`src/rtl/bus_arbiter.sv`:
```
// bus_arbiter
// Shares one serial bus among NUM_MASTERS masters. Grants round-robin,
// shifts in the owner's serial slave select (MSB first), drives a one-hot
// slave enable while connected, and releases on the owner's trans_done,
// on an optional CONNECT timeout, or when the owner drops its request
// before the connection is made.
//
// Ports
//   clk               system clock, rising edge
//   reset             synchronous, active-high
//   approval_request  per-master level request
//   tx_slave_select   per-master serial slave select, MSB first
//   trans_done        per-master end-of-transaction pulse
//   approval_grant    one-hot registered grant
//   arbitor_busy      arbiter not idle
//   bus_busy          bus connected
//   bus_owner         index of granted master
//   slave_sel         captured slave select
//   slave_en          one-hot decode of slave_sel while connected
//   timeout_err       one-cycle pulse on forced release
//
// state     | meaning
// ----------+------------------------------------------------------------
// S_IDLE    | bus free, arbitrate among requesters
// S_GRANT   | grant visible to the owner for one cycle, clear shifter
// S_ADDR    | shift in SLAVE_LEN select bits from the owner
// S_CONNECT | slave enabled, wait for trans_done or timeout
// S_RELEASE | drop grant, remember last owner for round-robin
module bus_arbiter #(
    parameter int NUM_MASTERS = 2,
    parameter int SLAVE_LEN   = 2,
    parameter int TIMEOUT     = 1024
) (
    input  logic                           clk,
    input  logic                           reset,
    input  logic [NUM_MASTERS-1:0]         approval_request,
    input  logic [NUM_MASTERS-1:0]         tx_slave_select,
    input  logic [NUM_MASTERS-1:0]         trans_done,
    output logic [NUM_MASTERS-1:0]         approval_grant,
    output logic                           arbitor_busy,
    output logic                           bus_busy,
    output logic [$clog2(NUM_MASTERS)-1:0] bus_owner,
    output logic [SLAVE_LEN-1:0]           slave_sel,
    output logic [(2**SLAVE_LEN)-1:0]      slave_en,
    output logic                           timeout_err
);

    localparam int OWN_W      = $clog2(NUM_MASTERS);
    localparam int NUM_SLAVES = 2**SLAVE_LEN;
    localparam int BIT_W      = $clog2(SLAVE_LEN + 1);
    localparam int TO_W       = (TIMEOUT > 0) ? $clog2(TIMEOUT + 1) : 1;

    localparam logic [BIT_W-1:0] LAST_BIT = BIT_W'(SLAVE_LEN - 1);
    localparam logic [TO_W-1:0]  TO_TERM  = (TIMEOUT > 0) ? TO_W'(TIMEOUT - 1) : '0;

    typedef enum logic [2:0] {
        S_IDLE,
        S_GRANT,
        S_ADDR,
        S_CONNECT,
        S_RELEASE
    } state_t;

    state_t state_q, state_d;

    logic [OWN_W-1:0]       last_owner_q, last_owner_d;
    logic [SLAVE_LEN-1:0]   shift_q, shift_d, shifted;
    logic [BIT_W-1:0]       bit_cnt_q, bit_cnt_d;
    logic [TO_W-1:0]        to_cnt_q, to_cnt_d;

    logic [NUM_MASTERS-1:0] grant_d;
    logic [OWN_W-1:0]       owner_d;
    logic [SLAVE_LEN-1:0]   sel_d;
    logic [NUM_SLAVES-1:0]  en_d;
    logic                   bbusy_d;
    logic                   arb_d;
    logic                   terr_d;

    logic [OWN_W-1:0]       rr_pick;
    logic                   req_own;
    logic                   tx_own;
    logic                   done_own;

    assign req_own  = approval_request[bus_owner];
    assign tx_own   = tx_slave_select[bus_owner];
    assign done_own = trans_done[bus_owner];

    // Low SLAVE_LEN bits of {shift, new bit}: shift left, MSB first.
    assign shifted  = SLAVE_LEN'({shift_q, tx_own});

    // Round-robin: first requester starting just after the last owner.
    always_comb begin : rr_search
        logic [OWN_W-1:0] cand;
        logic             found;
        rr_pick = '0;
        cand    = '0;
        found   = 1'b0;
        for (int i = 1; i <= NUM_MASTERS; i++) begin
            cand = OWN_W'((int'(last_owner_q) + i) % NUM_MASTERS);
            if (!found && approval_request[cand]) begin
                rr_pick = cand;
                found   = 1'b1;
            end
        end
    end

    always_comb begin
        state_d      = state_q;
        last_owner_d = last_owner_q;
        shift_d      = shift_q;
        bit_cnt_d    = bit_cnt_q;
        to_cnt_d     = to_cnt_q;
        grant_d      = approval_grant;
        owner_d      = bus_owner;
        sel_d        = slave_sel;
        en_d         = slave_en;
        bbusy_d      = bus_busy;
        terr_d       = 1'b0;

        case (state_q)
            S_IDLE: begin
                if (|approval_request) begin
                    owner_d          = rr_pick;
                    grant_d          = '0;
                    grant_d[rr_pick] = 1'b1;
                    state_d          = S_GRANT;
                end
            end

            S_GRANT: begin
                shift_d   = '0;
                bit_cnt_d = '0;
                state_d   = req_own ? S_ADDR : S_RELEASE;
            end

            S_ADDR: begin
                if (!req_own) begin
                    state_d = S_RELEASE;
                end else begin
                    shift_d   = shifted;
                    bit_cnt_d = bit_cnt_q + 1'b1;
                    if (bit_cnt_q == LAST_BIT) begin
                        sel_d         = shifted;
                        en_d          = '0;
                        en_d[shifted] = 1'b1;
                        bbusy_d       = 1'b1;
                        to_cnt_d      = '0;
                        state_d       = S_CONNECT;
                    end
                end
            end

            S_CONNECT: begin
                // trans_done wins over a simultaneous timeout.
                if (done_own) begin
                    en_d    = '0;
                    bbusy_d = 1'b0;
                    state_d = S_RELEASE;
                end else if (TIMEOUT != 0 && to_cnt_q == TO_TERM) begin
                    en_d    = '0;
                    bbusy_d = 1'b0;
                    terr_d  = 1'b1;
                    state_d = S_RELEASE;
                end else if (TIMEOUT != 0) begin
                    to_cnt_d = to_cnt_q + 1'b1;
                end
            end

            S_RELEASE: begin
                grant_d      = '0;
                en_d         = '0;
                bbusy_d      = 1'b0;
                last_owner_d = bus_owner;
                state_d      = S_IDLE;
            end

            default: begin
                state_d = S_IDLE;
            end
        endcase
    end

    assign arb_d = (state_d != S_IDLE);

    always_ff @(posedge clk) begin
        if (reset) begin
            state_q        <= S_IDLE;
            last_owner_q   <= OWN_W'(NUM_MASTERS - 1);
            shift_q        <= '0;
            bit_cnt_q      <= '0;
            to_cnt_q       <= '0;
            approval_grant <= '0;
            arbitor_busy   <= 1'b0;
            bus_busy       <= 1'b0;
            bus_owner      <= '0;
            slave_sel      <= '0;
            slave_en       <= '0;
            timeout_err    <= 1'b0;
        end else begin
            state_q        <= state_d;
            last_owner_q   <= last_owner_d;
            shift_q        <= shift_d;
            bit_cnt_q      <= bit_cnt_d;
            to_cnt_q       <= to_cnt_d;
            approval_grant <= grant_d;
            arbitor_busy   <= arb_d;
            bus_busy       <= bbusy_d;
            bus_owner      <= owner_d;
            slave_sel      <= sel_d;
            slave_en       <= en_d;
            timeout_err    <= terr_d;
        end
    end

endmodule

```
`config.mk`:
```
export PLATFORM = sky130hd
export DESIGN_NAME = bus_arbiter
export DESIGN_NICKNAME = d
export VERILOG_FILES = /design/src/rtl/bus_arbiter.sv
export SDC_FILE = /design/constraint.sdc
export NUM_CORES = 1
export LEC_CHECK = 0
export BUFFER_PORTS_ARGS = -buffer_cell sky130_fd_sc_hd__buf_2
export CAP_MARGIN = 20
export CORE_ASPECT_RATIO = 1.5
export CORE_MARGIN = 1
export CORE_UTILIZATION = 56
export CTS_BUF_LIST = sky130_fd_sc_hd__clkbuf_16
export CTS_CLUSTER_DIAMETER = 50
export CTS_CLUSTER_SIZE = 10
export DETAILED_ROUTE_END_ITERATION = 7
export PLACE_DENSITY = 0.9
export REMOVE_ABC_BUFFERS = 1
export SLEW_MARGIN = 20
export SYNTH_ARGS = -nofsm -noshare
export SYNTH_HDL_FRONTEND = slang
export SYNTH_SLANG_ARGS = --single-unit
export TNS_END_PERCENT = 100
```
`constraint.sdc`:
```
create_clock -name clk -period 2.2 [get_ports clk]
set_clock_uncertainty 0.1 [all_clocks]
set_input_delay 0.22 -clock clk [delete_from_list [all_inputs] [get_ports clk]]
set_output_delay 0.22 -clock clk [all_outputs]
set_load 0.05 [all_outputs]
```
# After elaboration in Yosys (flattened, before gate mapping)

Index checks and enable logic that the tools add are counted.

Word-level logic and storage cells: 100
Bits in registers: 30
Output and inout bits: 12

$lt $le $gt $ge: 7
Bitwise gates (word level): 1
$add $sub $neg: 4
Reduce and logical (&&, ||, !) cells: 18
Equality and inequality tests: 12
Multiplexer cells: 46

Operator list:

| kind                    | number |
|---|---|
| $mux W11                | 4 |
| $pmux W11 S2            | 1 |
| $mux W1                 | 21 |
| $mux W3                 | 6 |
| $mux W4                 | 4 |
| $pmux W3 S4             | 1 |
| $pmux W4 S3             | 1 |
| $add A11 B1 Y11 const B | 1 |
| $eq A11 B10 Y1 const B  | 1 |
| $ne A2 B2 Y1 const B    | 5 |
| $lt A1 B2 Y1 const B    | 4 |
| $pmux W2 S2             | 2 |
| $eq A3 B2 Y1 const B    | 2 |
| $reduce_and A2 Y1       | 3 |
| $reduce_bool A2 Y1      | 3 |
| $reduce_bool A3 Y1      | 2 |
| $reduce_and A5 Y1       | 1 |
| $mux W2                 | 2 |
| $reduce_and A4 Y1       | 1 |
| $eq A3 B1 Y1 const B    | 1 |
| $eq A3 B3 Y1 const B    | 1 |
| $logic_and A1 B1 Y1     | 3 |
| $logic_not A3 Y1        | 1 |
| $lt A2 B3 Y1 const B    | 1 |
| other kinds (15)        | 16 |

# Depth between registers and ports, before layout

Word-level depth: 13
Mapped depth: 6
Gate-level depth less buffers: 6

# Least setup slack after synthesis

Ideal clock, no wire load.

Path kind: register to register
From: register bus_owner
To: register to_cnt_q[9]
Arrival: 1.918 ns
Data required time: 2.030 ns
Clock period less this slack: 2.088 ns
Library setup time: 0.070 ns
Buffers on the path: 1
Slack: 0.112 ns
Stages on the path, launching flop included: 6
Path through: dfxtp_1 buf_6 mux2i_4 nand3_4 or4_1 a21oi_1

Word-level cells in the longest chain between the ends: 4
Elaborated cells between the ends (all ways): 7
Classes of those cells: eq/ne (2); mux (4); reduce/logical (1)

Ends and longest elaborated chain:

| item                                           | line   | source |
|---|---|---|
| start, declared                                | 42     | `output logic [$clog2(NUM_MASTERS)-1:0] bus_owner,` |
| start signal, assigned                         | 208    | `bus_owner <= owner_d;` |
| $mux W1, on equally long branches (2 in a row) | 86, 84 |  |
| $ne A2 B2 Y1 (no source line)                  | -      |  |
| $reduce_and A5 Y1 (no source line) (*)         | -      |  |
| end signal, assigned                           | 204    | `to_cnt_q <= to_cnt_d;` |
| end, declared                                  | 69     | `logic [TO_W-1:0] to_cnt_q, to_cnt_d;` |

Every way passes the cells marked *; elsewhere a longest branch is shown, timed or not. The select of a mux whose other input is x is not followed.
A chain may end at the register's enable or synchronous reset.

# Worst setup path in the final report

From: register state_q[0]
To: register to_cnt_q[8]

Word-level cells in the longest chain between the ends: 3
Elaborated cells between the ends (all ways): 9
Classes of those cells: eq/ne (6); mux (1); reduce/logical (2)

Ends and longest elaborated chain:

| item                                                                       | line | source |
|---|---|---|
| start, declared                                                            | 64   | `state_t state_q, state_d;` |
| start signal, assigned                                                     | 200  | `state_q <= state_d;` |
| $eq A3 B2 Y1                                                               | 120  | `case (state_q)` |
| $ne A2 B2 Y1 (no source line) / $reduce_bool A2 Y1 (equally long branches) | -    |  |
| $reduce_and A5 Y1 (no source line)                                         | -    |  |

Several ways; a longest one is shown, not always the timed one.

==> impl_metrics.py <==
metrics = {
    "hold_path": {
        "min_to": "approval_grant[1]$_SDFFE_PP0P_",
        "hp-class": "in2reg",
        "hold_depth": 3,
        "hold_start": "approval_request[1]",
    },
    "cts": {
        "clock_sinks": 30,
        "cts-root-buf": "clkbuf_16",
        "clk_latency_ns": 0.28,
        "clk_pin_slew_ns": 0.05,
        "cts_buffers": 5,
        "cts_max_level": 2,
        "cts_setup_buffers": 0,
        "cts-resized-gates": 0,
        "clk_path_buf_depth": 2,
        "cts_tree": "yes",
        "ctsHoldBuffers": 0,
    },
    "sta": {
        "final-hold-violation-count": 0,
        "whs_ns": 0.178,
        "max_freq_ghz": 0.500,
        "fin_tns_setup_ns": 0,
        "fin_ws_ns": 0.200,
        "setup_viol": 0,
        "worst_pin_slew_ns": 0.600,
        "fin_crit_sh": 0.909,
        "fin_crit_ns": 2.00,
        "rsz0062_at_grt": "false",
        "relSlewSlack": 0.597,
        "slew_violations": 0,
    },
    "power": {
        "power.share.sequential": 0.428,
        "internal_power_mw": 1.02,
        "power_switching_mw": 0.343,
        "peakVddDrop_uv": 623,
        "p_comb_frac": 0.116,
        "cellLeakagePower_nw": 0.645,
        "switching_share": 0.251,
        "power.density_nw_per_um2": 780,
        "p_clk_frac": 0.456,
    },
    "yosys": {
        "synthCells": 163,
        "synth_area_leader_cell": "dfxtp_1",
        "synth_top_cell_area_share": 0.401,
        "syn_avg_cell_area_sq_um": 9.20,
        "synthTopCellsByArea": "dfxtp_1 40%, a21oi_1 3.7%, o21ai_0 3.7%, nand2_1 2.8%, nor2_1 2.8%",
        "synthDistinctLibCells": 46,
        "syn_area_sq_um": 1500,
        "yosysMostFrequentCell": "dfxtp_1",
        "synth_commonest_cells": "30 x dfxtp_1, 11 x a21oi_1, 11 x nand2_1, 11 x nor2_1, 11 x o21ai_0",
        "synth_warnings": 0,
        "async_flop_share": 0,
        "ys.flop_type": "dfxtp_1",
        "synth_edf_count": 0,
        "synth_seq_cells": 30,
        "yosysSeqAreaShare": 0.401,
    },
    "routing": {
        "via_per_inst": 6.01,
        "wl_microns": 3250,
        "drtPass1Iterations": 4,
        "vias": 1328,
        "drc": 0,
        "ant_nets": 0,
        "drt_iter0_drc": 28,
        "wl_per_cell_microns": 14.7,
    },
    "cells_and_area": {
        "final_cells": 221,
        "seq_area_sq_um": 601,
        "drive_gt1_frac": 0.205,
        "stdcell_area_sq_um": 1750,
        "finalNetCount": 194,
        "diodes": 0,
        "multi_input_area_sq_um": 845,
        "num-fill-cells": 188,
        "synthToLayoutAreaGrowth_pct": 16.9,
    },
    "placement": {
        "routabilityCongestion": 0.903,
        "portBuffers": 19,
        "dp.cells": 213,
        "dp_hpwl_microns": 2430,
        "postPlaceCellArea_sq_um": 1620,
        "dpl_worst_slack_ns": 0.255,
    },
    "flow_run": {
        "cap_violations": 0,
    },
    "worst_setup_path": {
        "r2r-end": "to_cnt_q[8]$_SDFFE_PP0P_",
        "endpoint_kind": "flop",
        "crit_start": "state_q[0]$_SDFF_PP0_",
        "r2r_cells": 4,
        "worstPathRequired_ns": 2.24,
        "worstPathArrival_ns": 2.04,
        "crit_fanout": 15,
        "worstSetupPathType": "reg2reg",
        "cp-start-kind": "flop",
        "r2r_setup_slack_ns": 0.20,
        "rr_startpoint": "state_q[0]$_SDFF_PP0_",
    },
    "floorplanning": {
        "start_util": 0.598,
        "row_count": 22,
        "io-pin-count": 20,
        "die_area_sq_um": 2890,
        "die_width_microns": 44.2,
        "die_height_microns": 65.4,
        "coreArea_sq_um": 2500,
    },
    "grt": {
        "grt_pass1_wl_microns": 5480,
        "grt.overflow.total": 0,
        "grtUsageTotal": 0.262,
        "antenna_found_initial": 0,
        "grt_pass1_vias": 1290,
        "grt_max_degree": 21,
    },
    "run_status": {
        "run_status": "finished clean",
    },
}
cell type report:
cell class	instances	area share
Clock inverter	3	0.00714
Multi-Input combinational cell	121	0.482
Inverter	6	0.0128
Sequential cell	30	0.343
Clock buffer	5	0.0714
Timing Repair Buffer	20	0.0585
Tap cell	36	0.0257
routing by layer:
layer	track usage	wire, microns
met1	0.273	1270
met2	0.456	1740
met3	0.0742	149
met4	0.140	95
met5	0	0
power groups by stage:
stage | Clock [mW] | Sequential [mW] | Combinational [mW]
finish | 0.624 | 0.585 | 0.158
global route | 0.657 | 0.588 | 0.173
CTS | 0.634 | 0.585 | 0.158
detailed placement | 0 | 0.595 | 0.157
global placement | 0 | 0.593 | 0.155
floorplan | 0 | 0.619 | 0.0847
cells in the final DEF (no fill, tap or decap), types with 2 or more instances in the layout:
cell,instances
and3_1,2
o41ai_1,2
buf_2,19
ha_1,2
inv_1,7
or3_1,2
nor2_1,11
nor3_1,4
mux2i_1,4
o21ai_0,11
nand3b_1,2
a32o_1,4
and2_1,2
nor2b_1,5
or2_2,2
dfxtp_1,30
or4_1,4
nand2_1,11
nand2b_1,2
o311ai_0,2
nand3_1,7
o31ai_1,5
clkbuf_16,5
a31oi_1,3
a21oi_1,11
o21a_1,4
critical path: stages (launching register included):
cell	delay, ns
dfxtp_1	0.60
and3b_2	0.37
nand3_1	0.25
o311ai_0	0.41
o41ai_1	0.14
state kept, by name (all words and copies together), names as in the netlist, 2 cells and up:
register / count
slave_en: 4
state_q: 3
slave_sel: 2
bit_cnt_q: 2
approval_grant: 2
to_cnt_q: 11
through the flow:
| stage | utilization | power (mW) |
|---|---|---|
| after floorplan | - | 0.704 |
| after global placement | 0.645 | 0.748 |
| after detailed placement | 0.645 | 0.752 |
| after CTS | 0.700 | 1.38 |
| after global routing | 0.700 | 1.42 |
| final | 0.700 | 1.37 |
how the worst max path moves through the flow:
stage          slack (ns)                       end
2_1_floorplan        0.01  to_cnt_q[9]$_SDFFE_PP0P_
3_3_place_gp         0.34  to_cnt_q[8]$_SDFFE_PP0P_
3_5_place_dp         0.26  to_cnt_q[8]$_SDFFE_PP0P_
4_1_cts              0.23  to_cnt_q[8]$_SDFFE_PP0P_
5_1_grt              0.06  to_cnt_q[8]$_SDFFE_PP0P_
6_report             0.20  to_cnt_q[8]$_SDFFE_PP0P_
kinds of logic after synthesis:
kind of cell	after synthesis	synth area share
multiplexers	7	0.0593
flip-flops	30	0.401
AND/OR/NAND/NOR	60	0.228
adder cells (fa/ha/maj)	3	0.0234
buffers and inverters	12	0.0359
AO/OA/AOI/OAI	51	0.253
No activity file was read; power rests on OpenSTA's default activity.
